## src/rtl/plab4_net_router_output_ctrl.sv

```systemverilog
// Output-port controller for one router output: round-robin arbitration
// between packets, with the output locked to one input from head to tail flit.
module plab4_net_router_output_ctrl #(
  parameter int p_num_reqs = 3
) (
  input  logic                  clk,
  input  logic                  reset,
  input  logic [p_num_reqs-1:0] reqs,
  input  logic [p_num_reqs-1:0] req_tail,
  output logic [p_num_reqs-1:0] grants,
  output logic                  out_val,
  input  logic                  out_rdy,
  output logic [1:0]            sel
);

  typedef enum logic {
    IDLE   = 1'b0,
    LOCKED = 1'b1
  } state_t;

  localparam logic [1:0] LAST_IDX = 2'(p_num_reqs - 1);

  state_t                  state;
  state_t                  state_next;
  logic [p_num_reqs-1:0]   prio;
  logic [p_num_reqs-1:0]   prio_next;
  logic [1:0]              lock_id;
  logic [1:0]              lock_id_next;

  logic [1:0]              prio_idx;
  logic [1:0]              cand;
  logic                    win_vld;
  logic [1:0]              win_idx;
  logic                    xfer;

  // Next index around the ring of requesters (wraps N-1 -> 0).
  function automatic logic [1:0] idx_inc(input logic [1:0] i);
    if (i == LAST_IDX) return 2'd0;
    else               return i + 2'd1;
  endfunction

  function automatic logic [p_num_reqs-1:0] to_onehot(input logic [1:0] i);
    logic [p_num_reqs-1:0] v;
    v    = '0;
    v[i] = 1'b1;
    return v;
  endfunction

  // Convert the one-hot priority pointer to the index where the search starts.
  always_comb begin
    prio_idx = 2'd0;
    for (int i = 0; i < p_num_reqs; i++) begin
      if (prio[i]) prio_idx = 2'(i);
    end
  end

  // Winner selection; while LOCKED only the locking input is looked at, so
  // the other request lines cannot influence the outputs.
  always_comb begin
    win_vld = 1'b0;
    win_idx = 2'd0;
    cand    = prio_idx;
    if (state == LOCKED) begin
      win_vld = reqs[lock_id];
      win_idx = lock_id;
    end else begin
      for (int k = 0; k < p_num_reqs; k++) begin
        if (!win_vld && reqs[cand]) begin
          win_vld = 1'b1;
          win_idx = cand;
        end
        cand = idx_inc(cand);
      end
    end
  end

  // Outputs and next-state; outputs are forced idle while reset is high.
  always_comb begin
    out_val      = win_vld & ~reset;
    sel          = out_val ? win_idx : 2'd0;
    grants       = out_val ? (to_onehot(win_idx) & {p_num_reqs{out_rdy}}) : '0;
    xfer         = out_val & out_rdy;
    state_next   = state;
    prio_next    = prio;
    lock_id_next = lock_id;
    unique case (state)
      IDLE: begin
        if (xfer) begin
          if (req_tail[win_idx]) begin
            prio_next = to_onehot(idx_inc(win_idx));
          end else begin
            state_next   = LOCKED;
            lock_id_next = win_idx;
          end
        end
      end
      LOCKED: begin
        if (xfer && req_tail[lock_id]) begin
          state_next = IDLE;
          prio_next  = to_onehot(idx_inc(lock_id));
        end
      end
      default: state_next = IDLE;
    endcase
  end

  // State register: arbitration state, priority pointer and lock owner.
  always_ff @(posedge clk) begin
    if (reset) begin
      state   <= IDLE;
      prio    <= {{(p_num_reqs-1){1'b0}}, 1'b1};
      lock_id <= 2'd0;
    end else begin
      state   <= state_next;
      prio    <= prio_next;
      lock_id <= lock_id_next;
    end
  end

endmodule

```

## config.mk

```make
export PLATFORM = sky130hd
export DESIGN_NAME = plab4_net_router_output_ctrl
export DESIGN_NICKNAME = d
export VERILOG_FILES = /design/src/rtl/plab4_net_router_output_ctrl.sv
export SDC_FILE = /design/constraint.sdc
export NUM_CORES = 1
export LEC_CHECK = 0
export CAP_MARGIN = 20
export CORE_AREA = 2 2 39 41
export CTS_BUF_LIST = sky130_fd_sc_hd__clkbuf_2 sky130_fd_sc_hd__clkbuf_4 sky130_fd_sc_hd__clkbuf_8
export DETAILED_ROUTE_END_ITERATION = 8
export DIE_AREA = 0 0 41 43
export DONT_BUFFER_PORTS = 1
export SYNTH_ARGS = -nofsm -noshare
export SYNTH_HDL_FRONTEND = slang
export SYNTH_SLANG_ARGS = --single-unit
```

## constraint.sdc

```tcl
create_clock -name clk -period 3.75 [get_ports clk]
set_clock_uncertainty 0.05 [all_clocks]
set_input_delay 0.75 -clock clk [delete_from_list [all_inputs] [get_ports clk]]
set_output_delay 0.75 -clock clk [all_outputs]
set_load 0.03 [all_outputs]
```

==> results.json <==
{
  "drtAntennaViolNets": 0,
  "dr.pass1.iters": 5,
  "reg2reg_depth": 6,
  "clockRootBuffer": "clkbuf_4",
  "path_max_fanout": 14,
  "slew-limit-headroom_pct": 56.3,
  "place_congestion": 0.692,
  "yosysWarnings": 0,
  "maxCapViolCount": 0,
  "worstSkewPairLatency_ps": 230,
  "drt-initial-drc-count": 2,
  "finalMaxSlewViolations": 0,
  "syn_area_um2": 512,
  "viasPerCell": 5.85,
  "grt-ovfl-total": 0,
  "dieArea_mm2": 0.00176,
  "slowest_stage": "dfxtp_1",
  "p_leak_nw": 0.204,
  "h-tree-depth": 1,
  "min_path_cells": 2,
  "postCtsResizedCells": 0,
  "start_util_pct": 37.0,
  "crit_chain": "nand2_1 > a221oi_4 > and3_1",
  "first_global_vias": 470,
  "routed_wl_um": 1170,
  "io_buffers": 0,
  "path_depth": 3,
  "cts-hold-fix-buffers": 0,
  "fin_crit_sh_pct": 74.1,
  "mostFrequentLayoutCells": "7 x a21oi_1, 6 x nor2_1, 5 x o21ai_0, 5 x dfxtp_1",
  "period_minus_slack_ps": 2780,
  "dp.cells": 82,
  "dp_hpwl_um": 932,
  "wl_per_cell_um": 13.6,
  "numCtsBuffers": 3,
  "cp.required_ps": 2950,
  "clock_sinks": 5,
  "rows": 14,
  "grt_pass1_wl_um": 1860,
  "rsz0062_at_grt": "false",
  "p_total_w": 0.000174,
  "syn_nets": 76,
  "vias": 503,
  "synth_cells": 67,
  "nets": 80,
  "path_buf_inv": 0,
  "outcome": "completed",
  "grt_max_degree": 15,
  "slowest_delay_ps": 610,
  "worstSetupEndpointType": "primary output",
  "final_util_pct": 40.8,
  "arrival_ps": 1980,
  "critical_path_class": "reg -> out",
  "drcViolationCount": 0,
  "areaGrowthSynthToFinish_pct": 10.3,
  "io_pins": 15,
  "final-hold-violation-count": 0,
  "synth_cell_types": 31,
  "avgSynthCellArea_um2": 7.64,
  "worst_slew_pin_slew_ps": 658,
  "ys_seq_area_share_pct": 19.6,
  "power.density_mw_per_mm2": 309,
  "post-cts-setup-buffer-count": 0,
  "synth_seq_cells": 5,
  "diodes": 0,
  "final.fill_count": 153,
  "final_common_cell": "a21oi_1",
  "fmax_mhz": 360,
  "cts_tree": "done",
  "coreArea_mm2": 0.00138,
  "setup_tns_ps": 0,
  "layoutNonFillerInstCount": 86,
  "dieHeight_um": 43,
  "grt_usage_pct": 15.4,
  "fp.dieW_um": 41,
  "min_path_type": "reg -> reg",
  "clk_pin_slew_ps": 40,
  "critPathLaunchType": "flop",
  "grt_antenna_before_repair": 0,
  "ir_drop_uv": 136,
  "drive_gt1_share_pct": 17.1,
  "finalSetupViolations": 0,
  "cts_buffer_depth": 2,
  "crit_family": "simple AND/OR/NAND/NOR gates"
}
## worst register-to-register path, delay by kind of cell (launching register included)
| kind | cells | cell delay (ps) |
|---|---|---|
| compound gates | 4 | 1080 |
| flops | 1 | 610 |
| mux | 1 | 350 |
| simple gates | 1 | 250 |
## flip-flops by register name, indices dropped and copies added, names as in the netlist
signal   count
lock_id      2
prio         2
state        1
## path summary, 6_finish.rpt
| check | start | to | slack, ps |
|---|---|---|---|
| worst max-delay path | state | sel[0] | 970 |
| worst min-delay path | prio[2] | prio[2] | 480 |
| worst max register to register | state | prio[1] | 1290 |
| worst min register to register | prio[2] | prio[2] | 480 |
## metal layers
| layer | track usage (%) | wire, um |
|---|---|---|
| met5 | 0 | 0 |
| met4 | 10.0 | 10 |
| met3 | 1.57 | 60 |
| met2 | 24.1 | 594 |
| met1 | 18.9 | 505 |
## per-stage QoR
stage | setup slack [ps] | instance area [um2] | hold slack [ps]
floorplan | 872 | 512 | 417
global placement | 1110 | 534 | 452
detailed placement | 1090 | 534 | 472
CTS | 977 | 564 | 480
global route | 892 | 564 | 517
finish | 972 | 564 | 479
## cells in the mapped netlist (all sizes together)
| master | n | area [um2] |
|---|---|---|
| o211ai | 1 | 7.51 |
| o21ai | 5 | 25.0 |
| nor3 | 3 | 15.0 |
| buf | 3 | 12.5 |
| nor2b | 4 | 25.0 |
| or2b | 1 | 7.51 |
| a22o | 1 | 8.76 |
| a21oi | 7 | 35.0 |
| nand3 | 1 | 5.00 |
| dfxtp | 5 | 100 |
| a211oi | 1 | 12.5 |
| a31oi | 1 | 6.26 |
| nor2 | 6 | 22.5 |
| nor3b | 1 | 7.51 |
| or2 | 1 | 8.76 |
| nand2b | 3 | 18.8 |
| a32oi | 2 | 25.0 |
| a221oi | 1 | 26.3 |
| o21a | 1 | 7.51 |
| a311oi | 1 | 8.76 |
| and3 | 1 | 6.26 |
| nand3b | 1 | 7.51 |
| mux2i | 4 | 40.0 |
| inv | 4 | 15.0 |
| or4b | 1 | 10.0 |
| mux2 | 2 | 22.5 |
| a211o | 1 | 10.0 |
| nand2 | 4 | 15.0 |
## report_power, final
part | internal [W] | leakage (nW) | switching (W)
clock network | 0.0000473 | 0.0184 | 0.0000201
logic | 0.0000196 | 0.145 | 0.0000269
registers | 0.0000556 | 0.0405 | 0.00000452
total | 0.000123 | 0.204 | 0.0000516
## kinds of logic (layout without fill, tap and decap cells)
logic type / after synthesis / in the layout / share of synthesized area, %
compound gates: 22 / 22 / 33.7
simple gates: 27 / 27 / 29.1
flops: 5 / 5 / 19.6
mux: 6 / 6 / 12.2
buf+inv: 7 / 10 / 5.38
## cell type report
type | instances | area [um2] | share of cell area [%]
multi-input combinational | 55 | 384 | 68.1
sequential | 5 | 100 | 17.7
clock buffer | 4 | 30.0 | 5.32
tap | 16 | 20.0 | 3.55
timing repair buffer | 2 | 15.0 | 2.66
inverter | 4 | 15.0 | 2.66
Power figures use the tool's default switching activity.
